### src/rtl/bin2bcd_seq.sv
// Sequential double-dabble binary-to-BCD converter: one shift per cycle, fixed latency.
// Optional macro BIN2BCD_BLANK_EN adds a registered leading-zero blanking output.
`timescale 1ns/1ps
module bin2bcd_seq #(
  parameter int unsigned BIN_W  = 14,
  parameter int unsigned DIGITS = 4
) (
  input  logic                  clk,
  input  logic                  reset,
  input  logic                  start,
  input  logic [BIN_W-1:0]      bin,
  output logic                  ready,
  output logic                  done_tick,
  output logic [4*DIGITS-1:0]   bcd,
`ifdef BIN2BCD_BLANK_EN
  output logic [DIGITS-1:0]     blank,
`endif
  output logic                  overflow
);

  localparam int unsigned CntW = $clog2(BIN_W + 1);

  typedef enum logic [1:0] {
    StIdle = 2'd0,
    StOp   = 2'd1,
    StDone = 2'd2
  } state_e;

  state_e            state_q;
  logic [BIN_W-1:0]  op_q;
  logic [CntW-1:0]   cnt_q;

  logic [4*DIGITS-1:0] adj;
  logic [4*DIGITS-1:0] dig_next;
  logic                carry;

  // Add-3 correction on every digit, then shift the operand MSB into the units digit.
  always_comb begin
    adj = '0;
    for (int k = 0; k < int'(DIGITS); k++) begin
      adj[4*k +: 4] = (bcd[4*k +: 4] > 4'd4) ? bcd[4*k +: 4] + 4'd3 : bcd[4*k +: 4];
    end
    dig_next = {adj[4*DIGITS-2:0], op_q[BIN_W-1]};
    carry    = adj[4*DIGITS-1];
  end

`ifdef BIN2BCD_BLANK_EN
  localparam logic [DIGITS-1:0] BlankRst = ~DIGITS'(1);

  logic [DIGITS-1:0] blank_next;

  // Bit k is set when digit k and every digit above it are zero; units digit never blanks.
  always_comb begin
    blank_next = '0;
    blank_next[DIGITS-1] = (dig_next[4*DIGITS-1 -: 4] == 4'd0);
    for (int k = int'(DIGITS) - 2; k >= 1; k--) begin
      blank_next[k] = blank_next[k+1] && (dig_next[4*k +: 4] == 4'd0);
    end
    blank_next[0] = 1'b0;
  end
`endif

  always_ff @(posedge clk or posedge reset) begin
    if (reset) begin
      state_q   <= StIdle;
      ready     <= 1'b1;
      done_tick <= 1'b0;
      bcd       <= '0;
      overflow  <= 1'b0;
      op_q      <= '0;
      cnt_q     <= '0;
`ifdef BIN2BCD_BLANK_EN
      blank     <= BlankRst;
`endif
    end else begin
      unique case (state_q)
        StIdle: begin
          if (start) begin
            op_q     <= bin;
            bcd      <= '0;
            overflow <= 1'b0;
            cnt_q    <= CntW'(BIN_W);
            ready    <= 1'b0;
            state_q  <= StOp;
`ifdef BIN2BCD_BLANK_EN
            blank    <= BlankRst;
`endif
          end
        end
        StOp: begin
          bcd      <= dig_next;
          op_q     <= {op_q[BIN_W-2:0], 1'b0};
          overflow <= overflow | carry;
          cnt_q    <= cnt_q - CntW'(1);
`ifdef BIN2BCD_BLANK_EN
          blank    <= blank_next;
`endif
          if (cnt_q == CntW'(1)) begin
            state_q   <= StDone;
            done_tick <= 1'b1;
          end
        end
        StDone: begin
          done_tick <= 1'b0;
          ready     <= 1'b1;
          state_q   <= StIdle;
        end
        default: begin
          done_tick <= 1'b0;
          ready     <= 1'b1;
          state_q   <= StIdle;
        end
      endcase
    end
  end

endmodule

### config.mk
export PLATFORM = sky130hd
export DESIGN_NAME = bin2bcd_seq
export DESIGN_NICKNAME = d
export VERILOG_FILES = /design/src/rtl/bin2bcd_seq.sv
export SDC_FILE = /design/constraint.sdc
export NUM_CORES = 1
export LEC_CHECK = 0
export ABC_AREA = 1
export CAP_MARGIN = 20
export CELL_PAD_IN_SITES_DETAIL_PLACEMENT = 1
export CELL_PAD_IN_SITES_GLOBAL_PLACEMENT = 2
export CORE_MARGIN = 1
export CORE_UTILIZATION = 32
export CTS_CLUSTER_DIAMETER = 60
export DETAILED_ROUTE_END_ITERATION = 16
export DONT_BUFFER_PORTS = 1
export HOLD_SLACK_MARGIN = 0.15
export MAX_ROUTING_LAYER = met4
export PLACE_DENSITY = 0.72
export SYNTH_ARGS = -nofsm -noshare
export SYNTH_HDL_FRONTEND = slang
export SYNTH_SLANG_ARGS = --single-unit
### constraint.sdc
create_clock -name clk -period 1.07 [get_ports clk]
set_input_delay 0.1605 -clock clk [delete_from_list [all_inputs] [get_ports clk]]
set_output_delay 0.1605 -clock clk [all_outputs]
set_load 0.1 [all_outputs]
; ---- Word level (Yosys, flattened, before mapping)
; Cells that the tools add are included.
[word_totals]
reg_bits = 39
latch_bits = 0
ramBits = 0
rom_bits = 0
inputBits = 17
output_inout_bits = 19
elab_cells = 47
memories = 0
[op_classes]
add_sub_neg = 5
mul = 0
n_div = 0
magnitude_cmp = 4
n_eq_ne = 4
shift = 0
mux = 18
n_bitwise = 3
reduce_logical = 6
[ops]
columns = operator, count
row1 = case mux 16 bit (2 select lines), 1
row2 = case mux 14 bit (2 select lines), 1
row3 = two-way mux 4 bit, 5
row4 = "adder 4 x 2 -> 4 bit, second input constant", 4
row5 = "greater-than comparator 4 x 3 -> 1 bit, second input constant", 4
row6 = two-way mux 16 bit, 1
row7 = two-way mux 14 bit, 1
row8 = case mux 4 bit (2 select lines), 1
row9 = AND reduction 2 bit, 4
row10 = case mux 1 bit (2 select lines), 3
row11 = "== test 4 x 1 -> 1 bit, second input constant", 1
row12 = two-way mux 2 bit, 2
row13 = "inequality test 2 bit, second input constant", 2
row14 = case mux 2 bit (2 select lines), 1
row15 = "subtractor 4 x 1 -> 4 bit, second input constant", 1
row16 = "== test 2 x 1 -> 1 bit, second input constant", 1
row17 = zero test 2 bit, 1
row18 = two-way mux 1 bit, 2
row19 = inverter 1 bit, 2
row20 = nonzero test 2 bit, 1
row21 = OR 1 bit, 1

; ---- Longest topological paths before layout
[depth]
ltp_word = 4
ltp_mapped = 8
mapped_depth_nobuf = 8

; ---- Least setup slack after synthesis
; Ideal clock, no wire load.
[synth_timing]
kind = register -> register
start = register bcd[0]
end = register bcd[1]
setup_time_ps = 120
arrival_ps = 1813
required_ps = 950
slack_ps = -863
stages_incl_launch_ff = 9
path_buffers = 0
synth_period_minus_slack_ps = 1933
path_cell_list = dfrtp_1 > inv_1 > ha_1 > inv_1 > nand2_1 > nand2_1 > nand2_1 > nand3_1 > nand2_1
[synth_between]
elab_chain_cells = 3
word_cells_on_any_way = 4
cone_classes = 1 x add/sub / 1 x order compare / 2 x mux
[synth_lines]
columns = element, line
row1 = "start, declared", 14  ; output logic [4*DIGITS-1:0] bcd,
row2 = "start signal, assigned", 91  ; bcd <= dig_next;
row3 = adder 4 x 2 -> 4 bit or greater-than comparator 4 x 3 -> 1 bit (tied branches), 41  ; adj[4*k +: 4] = (bcd[4*k +: 4] > 4'd4) ? bcd[4*k +: 4] + 4'd3 : bcd[4*k +: 4];
row4 = two-way mux 4 bit (*), 41
row5 = case mux 16 bit (2 select lines) (*), 76  ; unique case (state_q)
; Every way passes the cells marked *; elsewhere a longest branch is shown, timed or not.
; A chain may end at the register's enable or synchronous reset.

; ---- Final worst setup path
[layout_timing]
start = register ready
end = output ready
[layout_rtl]
columns = element, line
row1 = "start, declared", 12  ; output logic ready,
row2 = "start signal, assigned", 66  ; ready <= 1'b1;
row3 = "start signal, assigned", 83  ; ready <= 1'b0;
row4 = "start signal, assigned", 105  ; ready <= 1'b1;
; No word-level cell between the ends.

==> flow_summary.json <==
{
  "h-tree-depth": 2,
  "finalNetCount": 348,
  "clock_latency_ns": 0.30,
  "drt_pass1_iterations": 4,
  "grtUsageMet2_pct": 39.2,
  "synthSimpleGateAreaFrac_pct": 32.6,
  "path_buf_inv": 1,
  "clock_path_buffers": 2,
  "path_clk_slew_ns": 0.08,
  "cp-end-kind": "primary output",
  "timing.fmax_ghz": 0.784,
  "initial_core_util_pct": 33.2,
  "synth_seq_cells": 39,
  "min_path_type": "in -> reg",
  "fin_util_pct": 63.0,
  "place_congestion": 0.759,
  "antenna_cells": 0,
  "track_usage_pct": 21.3,
  "crit_arrival_ns": 1.11,
  "num_vias": 1997,
  "fin_skew_ns": 0.0111,
  "grt_max_degree": 40,
  "path_max_fanout": 2,
  "hold_viol": 0,
  "ys_seq_area_share_pct": 49.4,
  "critPathTopFamily": "flip-flops",
  "synth-compound-area-share_pct": 6.08,
  "dp_hpwl_um": 3510,
  "setup_viol": 50,
  "synth_fa_ha_area_share_pct": 3.80,
  "drt_wl_total_um": 6700,
  "synth_area_um2": 1980,
  "cts.sinks": 39,
  "slew_viol_final": 0,
  "maxCapViolations": 0,
  "drc_errors": 0,
  "first_global_vias": 2104,
  "critPathSlowestCell": "dfstp_4",
  "final_layout_size_suffix_gt1_share_pct": 60.4,
  "busiest_layer": "met2",
  "syn_nets": 271,
  "startpoint_type": "flip-flop",
  "portBuffers": 0,
  "cts_root_buf": "clkbuf_8",
  "synth_top_family_by_area": "simple AND/OR/NAND/NOR gates",
  "synthMuxAreaShare_pct": 0,
  "drt_iter0_markers": 39,
  "required_ns": 0.91,
  "rsz0062_at_grt": "true",
  "critPathMaxStageDelay_ns": 0.64,
  "worstSetupPathType": "reg -> out",
  "synth_xor_xnor_area_share_pct": 0,
  "tritoncts": "done",
  "synth_warnings": 0,
  "failed_checks": "setup timing",
  "grt_first_pass_wirelength_um": 10000,
  "stdcell_area_um2": 3750,
  "dp_slack_ns": -0.0765,
  "period_minus_slack_ns": 1.28,
  "syn_to_final_growth_pct": 89.9,
  "fin_hold_ws_ns": 0.181,
  "cts_buffers": 5,
  "grtUsageMet3_pct": 4.20,
  "postPlaceCellArea_um2": 2580,
  "die_h_um": 80.6,
  "relSlewSlack_pct": 80.8,
  "worst_slew_pin_slew_ns": 0.287,
  "synthCells": 248,
  "ant_nets": 0,
  "die_w_um": 80.6,
  "rows": 28,
  "avgSynthCellArea_um2": 7.97,
  "drt-vias-per-instance": 4.98,
  "wire_per_inst_um": 16.7,
  "status": "complete, but fails checks",
  "die_area_um2": 6500,
  "grt_util_met1_pct": 23.2,
  "cp_cell_sequence": "buf_12",
  "num_io_pins": 36,
  "period_share_pct": 119,
  "core_area_um2": 5960,
  "grt_overflow": 0,
  "worst_slack_ns": -0.205,
  "antenna_found_initial": 0,
  "ys_types": 19
}
## metal layers
layer	vias up	routed length [um]	part of all wire (%)
met1	991	2630	39
met2	40	3740	56
li1	952	-	-
met3	14	196	2.9
met4	0	138	2.1
met5	-	0	0
## cell usage in the layout (no fill, tap or decap), types with 9 or more instances in the layout
master	instances
buf_4	23
nand2_2	26
nand3_1	23
nand3_2	16
dlygate4sd3_1	15
dfrtp_2	9
nand2_4	29
buf_12	24
dfrtp_1	21
inv_1	10
inv_4	10
nand2_1	51
## cells by family (layout without fill, tap and decap cells)
kind of cell	count (synthesis)	after routing
simple gates	152	152
buf+inv	32	110
fa+ha+maj	6	6
flops	39	39
compound gates	19	19
## through the flow
| stage | instances | TNS (ns) |
|---|---|---|
| 2_1_floorplan | 248 | -4.85 |
| 3_3_place_gp | 360 | -0.918 |
| 3_5_place_dp | 360 | -1.37 |
| 4_1_cts | 398 | -3.72 |
| 5_1_grt | 401 | -7.88 |
| 6_report | 401 | -4.99 |
## timing repair
action | CTS | global route
resized for setup | 97 | 87
pin swaps | 24 | 27
gates cloned | 2 | 3
endpoints found under the hold margin | 53 | 0
buffers inserted | 13 | 2
hold buffers | 15 | 0
endpoints found under the setup margin | 55 | 58
## cells in the mapped netlist
cell / number / area [um2]
buf_6: 4 / 45.0
nor2_1: 5 / 18.8
nand3_1: 39 / 195
nand2_1: 104 / 390
dfstp_2: 1 / 26.3
o22ai_1: 5 / 31.3
buf_4: 2 / 15.0
ha_1: 6 / 75.1
a22oi_4: 1 / 21.3
o21ai_0: 4 / 20.0
nand2_2: 1 / 6.26
nor2_4: 1 / 11.3
inv_1: 23 / 86.3
a21oi_1: 8 / 40.0
dfrtp_1: 38 / 951
inv_4: 1 / 6.26
o211ai_1: 1 / 7.51
nand2_4: 2 / 22.5
inv_2: 2 / 7.51
## registers in the layout, indices dropped and copies added (netlist names)
name       count
cnt_q          4
overflow       1
state_q        2
op_q          14
bcd           16
ready          1
done_tick      1
## final timing paths
path / start / end / slack [ns] / cells past startpoint
min: start / state_q[0]$_DFFE_PP0P_ / 0.18 / 4
min in group asynchronous: reset / bcd[8]$_DFFE_PP0P_ / 0.35 / 3
max in group asynchronous: reset / ready$_DFFE_PP1P_ / 0.45 / 3
max reg2reg: state_q[1]$_DFFE_PP0P_ / op_q[4]$_DFFE_PP0P_ / -0.17 / 7
max: ready$_DFFE_PP1P_ / ready / -0.21 / 1
min reg2reg: op_q[5]$_DFFE_PP0P_ / op_q[6]$_DFFE_PP0P_ / 0.50 / 2
## area by class of cell
cell class              instances  area (um2)
fillers                       646        2200
flip-flops and latches         39        1020
well taps                      75        93.8
inverters                      26         143
clock inverters                 2        60.1
multi-input cells             177        1330
repair buffers                 76        1030
clock buffers                   6        72.6
Power is left out: the tool's default activity adds up to more than one toggle a clock period on the data nets, which glitch-free logic cannot reach.
